`config.mk`:
```
export PLATFORM = sky130hd
export DESIGN_NAME = sit9122_oe_monitor
export DESIGN_NICKNAME = d
export VERILOG_FILES = /design/src/rtl/sit9122_oe_monitor.sv
export SDC_FILE = /design/constraint.sdc
export NUM_CORES = 1
export LEC_CHECK = 0
export CAP_MARGIN = 15
export CELL_PAD_IN_SITES_DETAIL_PLACEMENT = 1
export CELL_PAD_IN_SITES_GLOBAL_PLACEMENT = 2
export CORE_MARGIN = 3
export CORE_UTILIZATION = 37
export DETAILED_ROUTE_END_ITERATION = 12
export GPL_ROUTABILITY_DRIVEN = 0
export PLACE_DENSITY = 0.82
export RECOVER_POWER = 50
export SYNTH_ARGS = -nofsm -noshare
export SYNTH_HDL_FRONTEND = slang
export SYNTH_SLANG_ARGS = --single-unit
```
`constraint.sdc`:
```
create_clock -name clk -period 4 [get_ports clk]
set_clock_uncertainty 0.15 [all_clocks]
set_input_delay 1 -clock clk [delete_from_list [all_inputs] [get_ports clk]]
set_output_delay 1 -clock clk [all_outputs]
set_load 0.02 [all_outputs]
```
`src/rtl/sit9122_oe_monitor.sv`:
```
// SiT9122 OE_ST sequencer and frequency-window monitor, all on the system clock.
// Build option SIT9122_AUTO_RETRY_EN: a bad window power-cycles the oscillator through RETRY.
module sit9122_oe_monitor #(
   parameter bit OE_ACTIVE_HIGH = 1'b1,
   parameter int STARTUP_CYCLES = 1000,
   parameter int GATE_CYCLES    = 4096,
   parameter int CNT_W          = 16,
   parameter int CNT_MIN        = 1000,
   parameter int CNT_MAX        = 1100,
   parameter int GOOD_WINDOWS   = 2
) (
   input  logic             clk,
   input  logic             rst_n,
   input  logic             enable,
   input  logic             fault_clr,
   input  logic             osc_toggle,
   output logic             oe_st,
   output logic [CNT_W-1:0] osc_cnt,
   output logic             cnt_valid,
   output logic             clk_ok,
   output logic             fault,
   output logic [1:0]       state
);

   typedef enum logic [1:0] {
      ST_OFF     = 2'd0,
      ST_STARTUP = 2'd1,
      ST_MEASURE = 2'd2,
      ST_RETRY   = 2'd3
   } state_t;

   localparam int WAIT_W = $clog2(STARTUP_CYCLES + 1);
   localparam int GATE_W = $clog2(GATE_CYCLES + 1);
   localparam int STRK_W = $clog2(GOOD_WINDOWS + 1);
   localparam logic [WAIT_W-1:0] WAIT_LAST = WAIT_W'(STARTUP_CYCLES - 1);
   localparam logic [GATE_W-1:0] GATE_LAST = GATE_W'(GATE_CYCLES - 1);
   localparam logic [STRK_W-1:0] STRK_FULL = STRK_W'(GOOD_WINDOWS);
   localparam logic [CNT_W-1:0]  CNT_SAT   = {CNT_W{1'b1}};
   localparam logic [CNT_W-1:0]  CNT_LO    = CNT_W'(CNT_MIN);
   localparam logic [CNT_W-1:0]  CNT_HI    = CNT_W'(CNT_MAX);
   localparam logic              OE_ON     = OE_ACTIVE_HIGH;
   localparam logic              OE_OFF    = ~OE_ACTIVE_HIGH;

   state_t              state_r;
   state_t              state_nxt_s;
   logic                sync1_r;
   logic                sync2_r;
   logic                sync3_r;
   logic [WAIT_W-1:0]   wait_cnt_r;
   logic [GATE_W-1:0]   gate_cnt_r;
   logic [CNT_W-1:0]    edge_cnt_r;
   logic [STRK_W-1:0]   streak_r;
   logic                oe_st_r;
   logic [CNT_W-1:0]    osc_cnt_r;
   logic                cnt_valid_r;
   logic                clk_ok_r;
   logic                fault_r;

   logic                osc_edge_s;
   logic [CNT_W-1:0]    cnt_total_s;
   logic                in_range_s;
   logic                win_end_s;
   logic                wait_done_s;
   logic [STRK_W-1:0]   streak_inc_s;

   // Window arithmetic: the count closing a window includes an edge seen on its last cycle.
   always_comb begin
      osc_edge_s = sync2_r ^ sync3_r;
      if (edge_cnt_r == CNT_SAT) begin
         cnt_total_s = CNT_SAT;
      end else begin
         cnt_total_s = edge_cnt_r + {{(CNT_W-1){1'b0}}, osc_edge_s};
      end
      in_range_s  = (cnt_total_s >= CNT_LO) && (cnt_total_s <= CNT_HI);
      win_end_s   = enable && (state_r == ST_MEASURE) && (gate_cnt_r == GATE_LAST);
      wait_done_s = (wait_cnt_r == WAIT_LAST);
      if (streak_r == STRK_FULL) begin
         streak_inc_s = STRK_FULL;
      end else begin
         streak_inc_s = streak_r + STRK_W'(1);
      end
   end

   // Next-state logic; dropping enable overrides everything, including a window end.
   always_comb begin
      state_nxt_s = state_r;
      if (!enable) begin
         state_nxt_s = ST_OFF;
      end else begin
         case (state_r)
            ST_OFF: state_nxt_s = ST_STARTUP;
            ST_STARTUP: begin
               if (wait_done_s) begin
                  state_nxt_s = ST_MEASURE;
               end else begin
                  state_nxt_s = ST_STARTUP;
               end
            end
            ST_MEASURE: begin
               if (win_end_s && !in_range_s) begin
`ifdef SIT9122_AUTO_RETRY_EN
                  state_nxt_s = ST_RETRY;
`else
                  state_nxt_s = ST_MEASURE;
`endif
               end else begin
                  state_nxt_s = ST_MEASURE;
               end
            end
            ST_RETRY: begin
`ifdef SIT9122_AUTO_RETRY_EN
               if (wait_done_s) begin
                  state_nxt_s = ST_STARTUP;
               end else begin
                  state_nxt_s = ST_RETRY;
               end
`else
               state_nxt_s = ST_OFF;
`endif
            end
            default: state_nxt_s = ST_OFF;
         endcase
      end
   end

   // State register, oscillator-toggle synchroniser and phase/window counters.
   always_ff @(posedge clk) begin
      if (!rst_n) begin
         state_r    <= ST_OFF;
         sync1_r    <= 1'b0;
         sync2_r    <= 1'b0;
         sync3_r    <= 1'b0;
         wait_cnt_r <= '0;
         gate_cnt_r <= '0;
         edge_cnt_r <= '0;
      end else begin
         state_r <= state_nxt_s;
         sync1_r <= osc_toggle;
         sync2_r <= sync1_r;
         sync3_r <= sync2_r;
         if ((state_nxt_s == state_r) && ((state_r == ST_STARTUP) || (state_r == ST_RETRY))) begin
            wait_cnt_r <= wait_cnt_r + WAIT_W'(1);
         end else begin
            wait_cnt_r <= '0;
         end
         // Back-to-back windows: counters restart on the closing cycle itself.
         if ((state_r == ST_MEASURE) && (state_nxt_s == ST_MEASURE) && !win_end_s) begin
            gate_cnt_r <= gate_cnt_r + GATE_W'(1);
            edge_cnt_r <= cnt_total_s;
         end else begin
            gate_cnt_r <= '0;
            edge_cnt_r <= '0;
         end
      end
   end

   // Registered status outputs: pin drive, window result, good streak and sticky fault.
   always_ff @(posedge clk) begin
      if (!rst_n) begin
         oe_st_r     <= OE_OFF;
         osc_cnt_r   <= '0;
         cnt_valid_r <= 1'b0;
         streak_r    <= '0;
         clk_ok_r    <= 1'b0;
         fault_r     <= 1'b0;
      end else begin
         if ((state_nxt_s == ST_STARTUP) || (state_nxt_s == ST_MEASURE)) begin
            oe_st_r <= OE_ON;
         end else begin
            oe_st_r <= OE_OFF;
         end
         cnt_valid_r <= win_end_s;
         if (win_end_s) begin
            osc_cnt_r <= cnt_total_s;
         end else begin
            osc_cnt_r <= osc_cnt_r;
         end
         if (state_nxt_s != ST_MEASURE) begin
            streak_r <= '0;
            clk_ok_r <= 1'b0;
         end else if (win_end_s) begin
            streak_r <= in_range_s ? streak_inc_s : '0;
            clk_ok_r <= in_range_s && (streak_inc_s == STRK_FULL);
         end else begin
            streak_r <= streak_r;
            clk_ok_r <= clk_ok_r;
         end
         if (win_end_s && !in_range_s) begin
            fault_r <= 1'b1;
         end else if (fault_clr) begin
            fault_r <= 1'b0;
         end else begin
            fault_r <= fault_r;
         end
      end
   end

   assign oe_st     = oe_st_r;
   assign osc_cnt   = osc_cnt_r;
   assign cnt_valid = cnt_valid_r;
   assign clk_ok    = clk_ok_r;
   assign fault     = fault_r;
   assign state     = state_r;

endmodule

```
After elaboration in Yosys (flattened, before gate mapping)
Cells that the tools add are included.
{ "totals": {"output_inout_bits": 22, "input_bits": 5, "wordCells": 59, "reg_bits": 66} }
{ "op_classes": {"n_lt_le_gt_ge": 2, "n_addsub": 4, "bitwise_logic": 2, "eq_ne": 12, "n_reduce_logical": 17, "mux": 9} }
{ "ops": {"columns": ["operator", "count"], "rows": [
  ["16-bit by 1-bit adder with 16-bit output", 1],
  ["16-bit == test, second input constant", 1],
  ["16-bit by 10-bit >= comparator with 1-bit output, second input constant", 1],
  ["16-bit by 11-bit less-or-equal comparator with 1-bit output, second input constant", 1],
  ["16-bit 2-to-1 mux", 1],
  ["13-bit by 1-bit adder with 13-bit output, second input constant", 1],
  ["13-bit by 12-bit == test with 1-bit output, second input constant", 1],
  ["10-bit by 1-bit adder with 10-bit output, second input constant", 1],
  ["10-bit == test, second input constant", 1],
  ["2-bit == test, second input constant", 5],
  ["1-bit logical AND", 8],
  ["2-bit 2-to-1 mux", 4],
  ["2-bit case mux with 4 select lines", 1],
  ["2-bit by 1-bit == test with 1-bit output, second input constant", 2],
  ["2-bit AND reduction", 2],
  ["1-bit 2-to-1 mux", 3],
  ["2-bit by 1-bit adder with 2-bit output, second input constant", 1],
  ["2-bit == test", 1],
  ["1-bit zero test", 2],
  ["2-bit zero test", 1],
  ["1-bit logical OR", 2],
  ["2-bit != test, second input constant", 1],
  ["2-bit nonzero test", 1],
  ["2-bit OR reduction", 1],
  ["other kinds (2)", 2]
]} }

Logic depth before layout (Yosys ltp)
Gate-level depths: netlist of run 1.
{ "depth": {"ltp_word": 8, "ltp_mapped": 11, "ltp_nobuf": 9} }

Least setup slack after synthesis of run 1
No wires, ideal clock.
{ "synth_timing": {"kind": "register to register", "from": "reg sync2_r", "to": "reg fault_r (netlist: fault)", "t_arrival_ns": 2.456, "path_stages_with_launch": 12, "synth_period_minus_slack_ns": 2.726, "n_path_buf": 2, "setup_slack_ns": 1.274, "path_cell_list": "dfxtp_1 > xor2_1 > ha_1 > ha_1 > buf_2 > and3_1 > clkbuf_1 > a31o_2 > o21ai_1 > or2_0 > o32a_1 > o31a_1"} }
{ "synth_via": {"elab_chain_cells": 8, "word_cells_on_any_way": 10, "classes_between": "add/sub (1); order compare (2); mux (2); bitwise (1); reduce/logical (4)"} }
{ "synth_lines": {"columns": ["item", "line", "text"], "rows": [
  ["from (decl)", "47", "logic sync2_r;"],
  ["from (signal assigned)", "139", "sync2_r <= sync1_r;"],
  ["1-bit bitwise XOR *", "68", "osc_edge_s = sync2_r ^ sync3_r;"],
  ["16-bit by 1-bit adder with 16-bit output *", "72", "cnt_total_s = edge_cnt_r + {{(CNT_W-1){1'b0}}, osc_edge_s};"],
  ["16-bit 2-to-1 mux *", "69", "if (edge_cnt_r == CNT_SAT) begin"],
  ["16-bit by 10-bit >= comparator with 1-bit output or 16-bit by 11-bit less-or-equal comparator with 1-bit output (tied branches)", "74", "in_range_s = (cnt_total_s >= CNT_LO) && (cnt_total_s <= CNT_HI);"],
  ["1-bit logical AND *", "74", null],
  ["1-bit zero test *", "188", "if (win_end_s && !in_range_s) begin"],
  ["1-bit logical AND *", "188", null],
  ["1-bit 2-to-1 mux or 2-bit nonzero test (tied branches)", null, null],
  ["to (signal assigned)", "193", "fault_r <= fault_r;"],
  ["to (decl)", "57", "logic fault_r;"]
]} }
Mark *: on every way between the ends. The rest lies on a longest branch, timed or not.
A chain may end at the register's enable or synchronous reset.

Worst setup path after layout of run 1
{ "layout_timing": {"from": "in rst_n", "to": "reg edge_cnt_r[5]"} }
{ "layout_via": {"elab_chain_cells": 1} }
{ "layout_lines": {"columns": ["item", "line", "text"], "rows": [
  ["from (decl)", "13", "input logic rst_n,"],
  ["2-bit AND reduction (no source line)", null, null],
  ["to (signal assigned)", "149", "edge_cnt_r <= cnt_total_s;"],
  ["to (decl)", "51", "logic [CNT_W-1:0] edge_cnt_r;"]
]} }
No other way between the ends.

==> results by group, run 1 <==
Run
  – Max Cap Viol: 0

Clock tree
  – Clock-pin slew on the worst setup and hold paths: 0.07 ns
  – Clock latency on the worst-skew pair: 0.33 ns
  – Hold-fix buffers, CTS: 0
  – # resized after CTS: 0
  – Htree depth: 3
  – Clock root buffer: clkbuf_8
  – Post CTS Setup Buffer Count: 0
  – Clock buffer depth: 2
  – CTS tree: yes
  – Num Clock Sinks: 65
  – Total CTS buffers: 9

Yosys
  – Synth Flop Type: dfxtp_1
  – Yosys top cell area share: 43.9%
  – Syn Area/Cell: 8.62 sq um
  – Area leader, netlist: dfxtp_1
  – Register area share after synthesis: 43.9%
  – Post-synth ARST share: 0%
  – Synthesized area: 2970 sq um
  – YS warnings: 0
  – Library cells used by synthesis: 49
  – Synth Instances: 344
  – Post-synthesis register bit count: 65
  – Synth top area cells: dfxtp_1 (44%), nor2_1 (6.5%), xnor2_1 (4.4%), nand2_1 (4.2%), xor2_1 (3.8%)
  – Syn nets: 355
  – Post-synth EDFFs: 0

Setup path
  – CP max stage cell: clkbuf_1
  – Worst-path cell chain: dlygate4sd3_1 -> clkbuf_1 -> nand4_1 -> buf_4 -> nor2_1
  – WP data arrival: 3.50 ns
  – CP top delay family: buffers and inverters
  – Max incr delay on CP: 0.86 ns
  – Worst setup EP type: flop
  – Worst path bufs/invs: 3
  – Crit path launch type: input pin
  – Worst-path fanout max: 29
  – Data required, critical path: 4.12 ns
  – CP Class: in2reg

Power
  – Power Density: 351 nW/um^2
  – P_leak: 1.35 nW
  – VDD IR max: 226 uV

Floorplan
  – I/O pin count: 27
  – Total core area: 7770 sq um
  – Die area: 9130 sq um
  – Width of the die: 95.5 um
  – FP Rows: 32
  – Initial Utilization: 38.2%
  – Die Ht: 95.5 um

Global routing
  – First-pass GRT wire length: 12.2 mm
  – Vias in the first global route: 2487
  – Total track usage: 17.0%
  – Largest net degree at the start of global routing: 30
  – Antenna violations before repair: 0
  – Grt ovf: 0

Route
  – Vias: 2483
  – Wire per inst: 14.9 um
  – Initial DRC Count: 66
  – Drt drc: 0
  – DRT Pass-1 Iters: 4
  – Vias per Instance: 5.26
  – Post-route ant nets: 0
  – Final wirelength: 7.04 mm

Layout
  – Layout cell share with drive strength beyond 1: 6.49%
  – Fin util: 44.9%
  – Area Overhead vs Synth: 17.5%
  – Count of non-filler cells in the finished layout: 472
  – Antenna Cells: 0
  – Nets: 376
  – Design Area, Final: 3490 sq um

Timing
  – Final Hold Viols: 0
  – Final min period: 3.38 ns
  – Max frequency: 0.296 GHz
  – Slew @ Worst Pin: 1.17 ns
  – Slew headroom: 21.8%
  – Crit share post-route: 84.6%
  – Max Slew Vio Count: 0
  – Post-route worst setup slack: 0.618 ns
  – Final setup fails: 0
  – Setup TNS: 0 ns
  – RSZ-0062 raised after global routing: no

Place
  – Post-DP HPWL: 4.99 mm
  – Port buffer count: 26
  – Setup WS pre-CTS: 0.864 ns
  – Placed Cells incl. Taps: 456
  – Dpl cell area: 3290 sq um

Min path
  – Min-Delay Path Class: reg2reg

Outcome
  – Outcome: completed
-- per-layer routing --
metal,vias to the layer above,GRT usage [%],wire [um]
met5,-,0,0
met1,1192,22.4,3470
li1,1243,-,-
met2,38,26.6,3230
met4,0,5.45,94
met3,10,4.89,239
-- state kept, by name, indices dropped and copies added (netlist names) --
name        flops
cnt_valid       1
edge_cnt_r     16
fault           1
gate_cnt_r     13
oe_st           1
osc_cnt        16
state           2
streak_r        2
sync1_r         1
sync2_r         1
sync3_r         1
wait_cnt_r     10
-- Yosys cell counts (3+ instances only) --
| library cell | number |
|---|---|
| nand3_1 | 16 |
| o21ai_0 | 7 |
| o22ai_1 | 4 |
| nand2_1 | 33 |
| a31oi_1 | 3 |
| and3_1 | 10 |
| and2_1 | 13 |
| inv_1 | 6 |
| clkbuf_1 | 13 |
| and4_1 | 4 |
| nor2_1 | 51 |
| a21oi_1 | 9 |
| a31o_2 | 3 |
| nor2b_1 | 6 |
| xnor2_1 | 15 |
| ha_1 | 6 |
| o211a_1 | 10 |
| nand4_1 | 13 |
| xor2_1 | 13 |
| buf_2 | 3 |
| nor4_1 | 5 |
| dfxtp_1 | 65 |
| buf_4 | 3 |
-- path summary, 6_finish.rpt --
kind / startpoint / end / slack [ns] / depth (start not counted)
worst max-delay path: rst_n / edge_cnt_r[5] / 0.62 / 5
worst min-delay path: wait_cnt_r[0] / wait_cnt_r[0] / 0.29 / 1
worst max register to register: sync2_r / fault / 0.83 / 9
worst min register to register: wait_cnt_r[0] / wait_cnt_r[0] / 0.29 / 1
-- where the power goes --
group	switching (mW)	internal (mW)	leakage, nW	total (mW)
Combinational	0.0106	0.00797	0.728	0.0186
Sequential	0.00179	0.649	0.524	0.651
Clock	0.248	0.307	0.0970	0.555
-- per-stage QoR --
step	power (mW)	hold WS, ns
after floorplan	0.676	0.262
after global placement	0.686	0.278
after detailed placement	0.686	0.284
after CTS	1.25	0.296
after global routing	1.28	0.324
final	1.22	0.293
-- placed cells by master, fill, tap and decap left out, drive strengths merged, types with 2 or more instances in the layout --
cell	n
inv	7
a31o	4
dlygate4sd3	21
clkdlybuf4s50	5
o211a	10
nor2	51
nor2b	6
nor3b	3
a31oi	3
ha	6
nand3	17
nand4	13
o211ai	2
clkbuf	13
nor4	5
a41oi	2
or2	3
a21oi	9
buf	3
dfxtp	65
o22ai	4
nand2b	2
and3	10
o32ai	2
xnor2	15
o21ai	8
nand2	33
o21a	2
xor2	13
and2	13
and4	4
-- layout make-up --
| cell class | count | area [sq um] |
|---|---|---|
| fillers | 940 | 4280 |
| multi-input cells | 253 | 1550 |
| flip-flops and latches | 65 | 1300 |
| repair buffers | 30 | 287 |
| clock buffers | 12 | 145 |
| well taps | 102 | 128 |
| clock inverters | 4 | 51.3 |
| inverters | 6 | 22.5 |
-- logic make-up after synthesis --
group	synth area share (%)
flops	43.9
buf+inv	3.80
xor+xnor	8.27
simple gates	28.1
fa+ha+maj	2.53
compound gates	13.5
(Power assumes the default switching activity.)
==> run 2, diff against run 1 <==
CORE_UTILIZATION = 31   (was 37)
PLACE_DENSITY = 0.73   (was 0.82)
clock period = 2.9 ns   (was 4 ns; I/O delays follow)
==> run 2 against run 1 <==
Highest routed layer unchanged. Critical path depth up 3. Largest cell class unchanged. Clock power increased by 57%. Final cell count increased by 8.7%.
==> results by group, run 2 (same netlist as run 1, synthesis figures left out) <==
Clock tree
  – Clock latency on the worst-skew pair: 0.35 ns (+0.02 ns)
  – Total CTS buffers: 9 (unchanged)
  – CTS tree: yes
  – Clock root buffer: clkbuf_8
  – Num Clock Sinks: 65 (unchanged)
  – Htree depth: 3 (unchanged)
  – Clock-pin slew on the worst setup and hold paths: 0.08 ns (about the same)
  – Clock buffer depth: 2 (unchanged)

Setup path
  – Reg-to-reg startpoint: sync2_r
  – Worst-path cell chain: xor2_1 -> ha_2 -> and4_2 -> a41oi_1 -> a31o_1 -> or2_0 -> o32a_1 -> o31a_1
  – Critical Path Start: sync2_r
  – Max incr delay on CP: 0.36 ns (-0.50 ns)
  – Worst path bufs/invs: 0 (-3)
  – Worst setup EP type: flop
  – CP Class: reg2reg
  – CP max stage cell: o32a_1
  – Crit path launch type: flop
  – Worst-path fanout max: 8 (-72%)
  – Data required, critical path: 2.98 ns (-1.14 ns)
  – CP top delay family: compound AO/OA/AOI/OAI gates
  – WP data arrival: 2.82 ns (-0.68 ns)

Floorplan
  – Die Ht: 104 um (+8.7%)
  – Total core area: 9280 sq um (+20%)
  – FP Rows: 35 (+9.4%)
  – Die area: 10800 sq um (+18%)
  – Width of the die: 104 um (+8.7%)
  – Initial Utilization: 32.0% (-6.2 points)
  – I/O pin count: 27 (unchanged)

Power
  – VDD IR max: 245 uV (+8.4%)
  – Internal: 1.39 mW (+44%)
  – P_sw: 0.405 mW (+56%)
  – Clock power share: 48.5% (+3.2 points)
  – P_leak: 1.45 nW (+7.5%)
  – Switching share of power: 22.6% (+1.3 points)
  – Power Density: 487 nW/um^2 (+39%)
  – Reg power frac: 50.0% (-3.2 points)
  – Combinational share of power: 1.5% (about the same)

Timing
  – Final Hold Viols: 0 (unchanged)
  – Final min period: 2.74 ns
  – Max frequency: 0.365 GHz
  – Final setup fails: 0 (unchanged)
  – Slew headroom: 66.0% (+44 points)
  – Crit share post-route: 94.4%
  – Worst hold slack: 0.297 ns (+0.00410 ns)
  – Slew @ Worst Pin: 0.510 ns (-0.663 ns)
  – Max Slew Vio Count: 0 (unchanged)

Layout
  – Most frequent cells in the layout: dfxtp_1 (65), nor2_1 (51), nand2_1 (33)
  – Count of non-filler cells in the finished layout: 513 (+8.7%)
  – Antenna Cells: 0 (unchanged)
  – Fin util: 39.7% (-5.2 points)
  – Design Area, Final: 3680 sq um (+5.7%)
  – # fillers: 1116 (+19%)
  – Most common cell after layout, fill and taps aside: dfxtp_1
  – Nets: 390 (+3.7%)
  – Layout cell share with drive strength beyond 1: 11.7% (+5.2 points)
  – Area Overhead vs Synth: 24.2%

Route
  – Post-route ant nets: 0 (unchanged)
  – Vias: 2551 (+2.7%)
  – Wire per inst: 15.1 um (+1.3%)
  – Final wirelength: 7.75 mm (+10%)
  – Vias per Instance: 4.97 (-5.5%)
  – Drt drc: 0 (unchanged)
  – DRT Pass-1 Iters: 4 (unchanged)
  – Initial DRC Count: 110 (+67%)

Min path
  – Worst hold path startpoint: wait_cnt_r[0]
  – Min-Delay Path Class: reg2reg

Global routing
  – Grt ovf: 0 (unchanged)
  – Grt peak-use layer: met2
  – GR Util met3: 2.74% (-2.2 points)
  – GR Util met1: 21.0% (-1.4 points)
  – Vias in the first global route: 2726 (+9.6%)
  – Total track usage: 15.3% (-1.6 points)
  – Largest net degree at the start of global routing: 30 (unchanged)
  – First-pass GRT wire length: 13.7 mm (+12%)
  – Met2 Use GR: 24.1% (-2.4 points)
  – Antenna violations before repair: 0 (unchanged)

Outcome
  – Outcome: completed

Place
  – Placed Cells incl. Taps: 497 (+9.0%)
  – Port buffer count: 26 (unchanged)
  – Post-DP HPWL: 5.62 mm (+13%)
  – Dpl cell area: 3460 sq um (+5.0%)

Run
  – Max Cap Viol: 0 (unchanged)
-- run 2: metal layers --
metal  part of all wire (%)  up-vias
li1                       -     1279
met1                     49     1228
met2                     46       33
met3                    2.9       11
met4                    1.5        0
met5                      0        -
-- run 2: area by class of cell --
type	count	area, sq um	share of cell area, %
repair buffers	44	402	10.9
well taps	129	161	4.38
clock buffers	9	124	3.36
clock inverters	7	93.8	2.55
flip-flops and latches	65	1300	35.3
multi-input cells	253	1580	42.9
inverters	6	22.5	0.611
-- run 2: worst paths after layout --
check / to / slack (ns) / cells after the start
hold / removal: wait_cnt_r[0] / 0.30 / 1
setup reg to reg: fault / 0.16 / 8
setup / recovery: fault / 0.16 / 8
hold reg to reg: wait_cnt_r[0] / 0.30 / 1
-- run 2: stage by stage --
stage | worst slack [ns] | setup TNS (ns) | power (mW)
after floorplan | 0.174 | 0 | 0.932
after global placement | 0.225 | 0 | 0.948
after detailed placement | 0.0434 | 0 | 0.948
after CTS | 0.00612 | 0 | 1.83
after global routing | -0.000841 | -0.000841 | 1.86
final | 0.162 | 0 | 1.80
-- run 2: timing repair --
action | in CTS | in global routing
hold buffers | 0 | 0
resized for setup | 0 | 7
endpoints found under the setup margin | 0 | 4
buffers inserted | 0 | 0
-- run 2: power groups by stage --
stage	registers [mW]	clock network (mW)	logic, mW
3_3_place_gp	0.919	0	0.0292
2_1_floorplan	0.920	0	0.0118
5_1_grt	0.898	0.932	0.0305
4_1_cts	0.898	0.899	0.0293
3_5_place_dp	0.919	0	0.0292
6_report	0.898	0.871	0.0273
